--- src/rtl/x86_state_regs.sv ---
// x86_state_regs: live and shadow architectural register files with
// lane-masked writes, a multi-cycle checkpoint/rollback engine and a
// free-running cycle counter.
// Optional feature macro: X86_STATE_STAMP_EN. When it is defined, the low CNT_W
// bits of registers 0..3 load the cycle counter every IDLE cycle, and an
// accepted write to the same lane in that cycle overrides the stamp.
module x86_state_regs #(
  parameter int NREGS = 8,
  parameter int XLEN  = 32,
  parameter int CNT_W = 4
) (
  input  logic                       clk,
  input  logic                       rst,
  input  logic                       wr_en,
  output logic                       wr_ready,
  input  logic [$clog2(NREGS)-1:0]   wr_idx,
  input  logic [1:0]                 wr_size,
  input  logic [XLEN-1:0]            wr_data,
  input  logic [$clog2(NREGS)-1:0]   rd_idx_a,
  input  logic [$clog2(NREGS)-1:0]   rd_idx_b,
  output logic [XLEN-1:0]            rd_data_a,
  output logic [XLEN-1:0]            rd_data_b,
  input  logic                       ckpt_req,
  output logic                       ckpt_ack,
  input  logic                       rb_req,
  output logic                       rb_ack,
  output logic                       rb_err,
  output logic                       ckpt_valid,
  output logic                       busy,
  output logic [CNT_W-1:0]           cycle_cnt,
  output logic [NREGS*XLEN-1:0]      state_out
);

  localparam int IDX_W = $clog2(NREGS);
  localparam logic [IDX_W-1:0] LAST_IDX = IDX_W'(NREGS - 1);

  localparam logic [1:0] ST_IDLE = 2'd0;
  localparam logic [1:0] ST_CKPT = 2'd1;
  localparam logic [1:0] ST_RB   = 2'd2;

  logic [1:0]       state_q, state_d;
  logic [IDX_W-1:0] idx_q, idx_d;
  logic [CNT_W-1:0] cycle_cnt_q, cycle_cnt_d;
  logic             ckpt_valid_q, ckpt_valid_d;
  logic             ckpt_ack_q, ckpt_ack_d;
  logic             rb_ack_q, rb_ack_d;
  logic             rb_err_q, rb_err_d;
  logic [XLEN-1:0]  live_q   [NREGS];
  logic [XLEN-1:0]  live_d   [NREGS];
  logic [XLEN-1:0]  shadow_q [NREGS];
  logic [XLEN-1:0]  shadow_d [NREGS];
  logic [XLEN-1:0]  wr_mask_s;
  logic             wr_fire_s;

  // Bit mask of the lanes touched by a write of the given size.
  function automatic logic [XLEN-1:0] lane_mask(input logic [1:0] size);
    logic [XLEN-1:0] mask;
    case (size)
      2'd0:    mask = XLEN'(16'h00FF);
      2'd1:    mask = XLEN'(16'hFF00);
      2'd2:    mask = XLEN'(16'hFFFF);
      2'd3:    mask = {XLEN{1'b1}};
      default: mask = {XLEN{1'b0}};
    endcase
    return mask;
  endfunction

  assign wr_ready   = (state_q == ST_IDLE);
  assign busy       = (state_q != ST_IDLE);
  assign wr_fire_s  = wr_en && wr_ready;
  assign wr_mask_s  = lane_mask(wr_size);
  assign rd_data_a  = live_q[rd_idx_a];
  assign rd_data_b  = live_q[rd_idx_b];
  assign cycle_cnt  = cycle_cnt_q;
  assign ckpt_valid = ckpt_valid_q;
  assign ckpt_ack   = ckpt_ack_q;
  assign rb_ack     = rb_ack_q;
  assign rb_err     = rb_err_q;

  // Flatten the live file onto state_out, register i at bits[i*XLEN +: XLEN].
  for (genvar gi = 0; gi < NREGS; gi++) begin : g_state_out
    assign state_out[gi*XLEN +: XLEN] = live_q[gi];
  end

  // Next-state logic: FSM sequencing, copy engine, writes and optional stamping.
  always_comb begin
    state_d      = state_q;
    idx_d        = idx_q;
    ckpt_valid_d = ckpt_valid_q;
    ckpt_ack_d   = 1'b0;
    rb_ack_d     = 1'b0;
    rb_err_d     = 1'b0;
    cycle_cnt_d  = cycle_cnt_q + CNT_W'(1);
    live_d       = live_q;
    shadow_d     = shadow_q;

    case (state_q)
      ST_IDLE: begin
        if (rb_req) begin
          if (ckpt_valid_q) begin
            state_d = ST_RB;
            idx_d   = {IDX_W{1'b0}};
          end else begin
            // Nothing to roll back to: report and complete immediately.
            rb_err_d = 1'b1;
            rb_ack_d = 1'b1;
          end
        end else if (ckpt_req) begin
          state_d = ST_CKPT;
          idx_d   = {IDX_W{1'b0}};
        end else begin
          state_d = ST_IDLE;
        end
      end
      ST_CKPT: begin
        shadow_d[idx_q] = live_q[idx_q];
        if (idx_q == LAST_IDX) begin
          state_d      = ST_IDLE;
          ckpt_valid_d = 1'b1;
          ckpt_ack_d   = 1'b1;
        end else begin
          idx_d = idx_q + IDX_W'(1);
        end
      end
      ST_RB: begin
        live_d[idx_q] = shadow_q[idx_q];
        if (idx_q == LAST_IDX) begin
          state_d  = ST_IDLE;
          rb_ack_d = 1'b1;
        end else begin
          idx_d = idx_q + IDX_W'(1);
        end
      end
      default: begin
        state_d = ST_IDLE;
      end
    endcase

    // Writes are only accepted in IDLE, so they never collide with the RB copy.
    for (int k = 0; k < NREGS; k++) begin
`ifdef X86_STATE_STAMP_EN
      if ((k < 4) && (state_q == ST_IDLE)) begin
        live_d[k][CNT_W-1:0] = cycle_cnt_q;
      end else begin
        live_d[k] = live_d[k];
      end
`endif
      if (wr_fire_s && (wr_idx == IDX_W'(k))) begin
        live_d[k] = (live_d[k] & ~wr_mask_s) | (wr_data & wr_mask_s);
      end else begin
        live_d[k] = live_d[k];
      end
    end
  end

  // State registers; reset also aborts any copy in flight without an ack.
  always_ff @(posedge clk or posedge rst) begin
    if (rst) begin
      state_q      <= ST_IDLE;
      idx_q        <= {IDX_W{1'b0}};
      cycle_cnt_q  <= {CNT_W{1'b0}};
      ckpt_valid_q <= 1'b0;
      ckpt_ack_q   <= 1'b0;
      rb_ack_q     <= 1'b0;
      rb_err_q     <= 1'b0;
      for (int k = 0; k < NREGS; k++) begin
        live_q[k]   <= {XLEN{1'b0}};
        shadow_q[k] <= {XLEN{1'b0}};
      end
    end else begin
      state_q      <= state_d;
      idx_q        <= idx_d;
      cycle_cnt_q  <= cycle_cnt_d;
      ckpt_valid_q <= ckpt_valid_d;
      ckpt_ack_q   <= ckpt_ack_d;
      rb_ack_q     <= rb_ack_d;
      rb_err_q     <= rb_err_d;
      for (int k = 0; k < NREGS; k++) begin
        live_q[k]   <= live_d[k];
        shadow_q[k] <= shadow_d[k];
      end
    end
  end

endmodule

--- config.mk ---
export PLATFORM = sky130hd
export DESIGN_NAME = x86_state_regs
export DESIGN_NICKNAME = d
export VERILOG_FILES = /design/src/rtl/x86_state_regs.sv
export SDC_FILE = /design/constraint.sdc
export NUM_CORES = 2
export LEC_CHECK = 0
export BUFFER_PORTS_ARGS = -buffer_cell sky130_fd_sc_hd__clkbuf_2
export CAP_MARGIN = 5
export CELL_PAD_IN_SITES_DETAIL_PLACEMENT = 0
export CELL_PAD_IN_SITES_GLOBAL_PLACEMENT = 1
export CORE_MARGIN = 2
export CORE_UTILIZATION = 35
export CTS_CLUSTER_SIZE = 24
export DETAILED_ROUTE_END_ITERATION = 8
export PLACE_DENSITY_LB_ADDON = 0.12
export SETUP_SLACK_MARGIN = 0.02
export SLEW_MARGIN = 20
export SYNTH_ARGS = -nofsm -noshare
export SYNTH_HDL_FRONTEND = slang
export SYNTH_SLANG_ARGS = --single-unit
export TNS_END_PERCENT = 100
--- constraint.sdc ---
create_clock -name clk -period 22.6 [get_ports clk]
set_input_delay 3.39 -clock clk [delete_from_list [all_inputs] [get_ports clk]]
set_output_delay 3.39 -clock clk [all_outputs]
set_load 0.05 [all_outputs]
# ---- Yosys cells after proc, flatten, opt, wreduce, memory -nomap -nowiden
# Index checks and enable logic that the tools add are counted.
dict set report totals {
  regBits 525
  latch_bits 0
  ram_bits 0
  rom_bits 0
  output_inout_bits 330
  n_memories 0
}
dict set report op_classes {
  n_addsub 2
  n_mul 0
  div 0
  magnitude_cmp 4
  n_eq_ne 17
  n_shift 0
  muxes 42
  n_bitwise 21
  reduce_logical 19
}
# cell n
set op_table {}
lappend op_table {{32-bit two-way mux} 17}
lappend op_table {{256-bit bitwise mux} 2}
lappend op_table {{32-bit binary-select mux with 3-bit select} 4}
lappend op_table {{32-bit AND} 9}
lappend op_table {{256-bit two-way mux} 1}
lappend op_table {{32-bit bitwise OR} 8}
lappend op_table {{32-bit case mux with 4 select lines} 1}
lappend op_table {{32-bit demux with 3-bit select} 1}
lappend op_table {{32-bit inverter} 1}
lappend op_table {{3-bit equality test (second input constant)} 5}
lappend op_table {{4-bit greater-or-equal comparator (second input constant)} 3}
lappend op_table {{3-bit two-way mux} 4}
lappend op_table {{3-bit inverter with 4-bit output} 3}
lappend op_table {{1-bit logical AND} 10}
lappend op_table {{2-bit equality test (second input constant)} 3}
lappend op_table {{3-bit by 2-bit equality test with 1-bit output (second input constant)} 2}
lappend op_table {{1-bit two-way mux} 6}
lappend op_table {{2-bit two-way mux} 3}
lappend op_table {{3-bit case mux with 2 select lines} 1}
lappend op_table {{4-bit by 1-bit adder with 4-bit output (second input constant)} 1}
lappend op_table {{2-bit by 1-bit equality test with 1-bit output (second input constant)} 2}
lappend op_table {{2-bit logical NOT} 2}
lappend op_table {{4-bit by 1-bit < comparator with 1-bit output (second input constant)} 1}
lappend op_table {{2-bit case mux with 2 select lines} 1}
lappend op_table {{other kinds (12)} 14}

# ---- Logic depth before layout (Yosys ltp)
dict set report logic_depth {
  word_depth 10
  mapped_depth 8
}

# ---- Least setup slack after synthesis
# OpenSTA, ideal clock, no wires.
dict set report synth_timing {
  path_kind {input to output}
  from {input rd_idx_a[0]}
  to {output rd_data_a[10]}
  arrival_time_ns 4.868
  setup_slack_ns 14.342
  cell_stages 4
  n_path_buf 2
  cell_sequence {buf_2 buf_2 mux4_2 mux2_2}
}
dict set report synth_via {
  elab_chain_len 4
}
# item line_no
set synth_rtl {}
lappend synth_rtl {{start: declaration} 19} ;# input logic [$clog2(NREGS)-1:0] rd_idx_a,
lappend synth_rtl {{3-bit inverter with 4-bit output (not written as such)} 72} ;# assign rd_data_a = live_q[rd_idx_a];
lappend synth_rtl {{32-bit binary-select mux with 3-bit select} 72}
lappend synth_rtl {{32-bit two-way mux (not written as such) (2 in series)} 72}
lappend synth_rtl {{end: declaration} 21} ;# output logic [XLEN-1:0] rd_data_a,
# Every way passes these cells. The select of a mux whose other input is x is not followed.

# ---- Worst setup path after layout
dict set report layout_timing {
  from {input rd_idx_a[0]}
  to {output rd_data_a[31]}
}
# Same word-level chain as after synthesis.

==> results.yml <==
clock_tree:
  cts_tree: "yes"
  cts_made_buffers: 61
  post_cts_resized: 0
  clock_sinks: 525
  holdBufCountCts: 0
  clk_pin_slew_ns: 0.06
  cts_max_path_buffers: 3
  clockRootBuffer: "clkbuf_16"
  htree_levels: 2
  cts_setup_buffers: 0
  clk_latency_ns: 0.63
grt:
  first_global_vias: 21000
  grt_first_pass_wirelength_um: 151000
  antenna_found_initial: 1
  grt_max_degree: 125
  grtUsageTotal_pct: 24.0
  gr-total-overflow: 0
route:
  drt_first_iter_violations: 1226
  wire_per_inst_um: 28.9
  drt-pass1-iter-count: 5
  via_per_inst: 5.52
  drc_errors: 0
  ant_nets: 0
  wl_um: 106000
  route.vias.total: 20200
synthesis:
  yosys_most_used_dff: "dfrtp_1"
  ys_seq_area_share_pct: 44.3
  syn_inst: 2153
  netlist_area_mm2: 0.0297
  synth_fp_nets: 2208
  yosys.area.top_type_share_pct: 44.3
  synth_edf_count: 0
  avgSynthCellArea_um2: 13.8
  synthTopCellsByArea: "dfrtp_1 44%, mux2_2 28%, mux4_2 11%"
  ys_seq_elements: 525
  yosys-top-cells-count: "731 x mux2_2, 525 x dfrtp_1, 201 x nand2_1, 148 x mux4_2, 104 x buf_2"
  ys_types: 50
  synth_warnings: 0
  synth_area_leader_cell: "dfrtp_1"
  synth_most_common_cell: "mux2_2"
  synthArstFlopShare_pct: 100
sta:
  slew_viol_final: 0
  setup_viol: 0
  rsz0062_at_grt: "false"
  period_share_pct: 40.7
  setup_tns_ns: 0
  fmax_ghz: 0.109
  relSlewSlack_pct: 23.9
  fin_worst_skew_ns: 0.0212
  worstMarginPinSlew_ns: 1.14
  period_needed_ns: 9.20
  finalHoldViolCount: 0
  whs_ns: 0.475
setup_path:
  start_kind: "input pin"
  path_max_fanout: 36
  path_class: "input pin to output port"
  arrival_ns: 5.81
  worstSetupEndpointType: "output port"
  worst_ep_required_time_ns: 19.21
die:
  fp-row-count: 106
  initial_core_util_pct: 35.4
  io_pins: 378
  die_h_um: 295
  dieArea_mm2: 0.0872
  die_x_um: 295
  core_area_mm2: 0.0838
power:
  ir_drop_mv: 0.0743
  leakage_nw: 16.0
  power_density_mw_per_mm2: 142
place:
  hpwl_um: 69900
  portBuffers: 377
  gp_congestion: 0.783
job:
  maxCapViolCount: 0
worst_hold_path:
  min_path_type: "flop to flop"
final_layout:
  fillers: 7834
  layout-drive-gt1-share_pct: 60.9
  layout.nets: 2530
  syn_to_final_growth_pct: 17.1
run_status:
  outcome: "complete, no violations"
path summary, 6_finish.rpt:
check / start / endpoint / slack [ns] / cells past startpoint
worst max-delay path: rd_idx_a[0] / rd_data_a[31] / 13.40 / 5
worst min-delay path: shadow_q[192] / shadow_q[192] / 0.48 / 2
worst max register to register: idx_q[2] / state_out[162] / 18.61 / 5
worst min register to register: shadow_q[192] / shadow_q[192] / 0.48 / 2
max in group asynchronous: rst / shadow_q[141] / 16.54 / 5
min in group asynchronous: rst / rb_err / 2.89 / 2
power breakdown:
group	leakage [nW]	switching (W)	internal, W
Clock	1.10	0.000416	0.000662
Combinational	7.98	0.00141	0.000832
Sequential	6.89	0.000396	0.00122
critical path, cell delays in order:
cell      delay [ns]
buf_4           0.52
buf_4           0.67
mux4_2          0.58
mux2_2          0.30
clkbuf_2        0.24
registers in the layout (all words and copies together), names as in the netlist:
signal / count
shadow_q: 256
cycle_cnt: 4
idx_q: 3
rb_err: 1
ckpt_valid: 1
ckpt_ack: 1
rb_ack: 1
state_out: 256
state_q: 2
stage by stage:
stage          utilization [%]  cell area, um2  setup slack (ns)  total power (W)  instances
6_report                  41.5           34800             13.40          0.00493       3663
5_1_grt                   41.5           34700             13.31          0.00516       3661
4_1_cts                   41.5           34700             13.37          0.00498       3661
3_5_place_dp              38.8           32500             13.38          0.00388       3546
3_3_place_gp              38.8           32500             13.46          0.00383       3546
2_1_floorplan                -           29700              4.54          0.00322       2153
area by class of cell:
class | count | area (um2) | area share, %
well taps | 1134 | 1420 | 4.08
clock inverters | 27 | 370 | 1.07
multi-input cells | 1450 | 15700 | 45.1
diodes | 2 | 5.00 | 0.0144
inverters | 13 | 56.3 | 0.162
repair buffers | 424 | 2250 | 6.48
clock buffers | 88 | 1830 | 5.27
flip-flops and latches | 525 | 13100 | 37.8
layer usage:
metal / wire length (um) / track usage [%] / share of wire, % / up-vias
li1: - / - / - / 8694
met1: 45700 / 32.2 / 43 / 10700
met2: 51100 / 39.8 / 48 / 653
met3: 6280 / 4.47 / 5.9 / 137
met4: 2690 / 6.55 / 2.5 / 0
met5: 0 / 0 / 0 / -
cells in the final DEF, fill, tap and decap left out, types with 4 or more instances in the layout:
cell       instances
nand3_1           27
clkbuf_16         63
nand4_1            6
mux2_4           103
mux4_2           148
mux2_2           731
clkinv_2          15
and2_1             4
mux2i_1           11
and3b_1            8
bufinv_16          9
ha_1               7
o31ai_1            6
nor2_1            24
a221oi_1           4
inv_1             12
nand2_1          201
clkbuf_8          16
dfrtp_1          522
nor2b_1            7
and3_1             4
a22oi_1           15
clkbuf_2         373
clkbuf_1           9
a21oi_1           25
o21ai_1            8
buf_4             50
o21ai_0           72
cell families after synthesis:
family,share of synthesized area (%)
buffers and inverters,3.26
muxes,44.6
and+or+nand+nor,4.99
xor gates and xnor gates,0.0590
adders and majority gates,0.295
AOI/OAI and AO/OA,2.56
DFF,44.3
No activity file was read; power rests on OpenSTA's default activity.
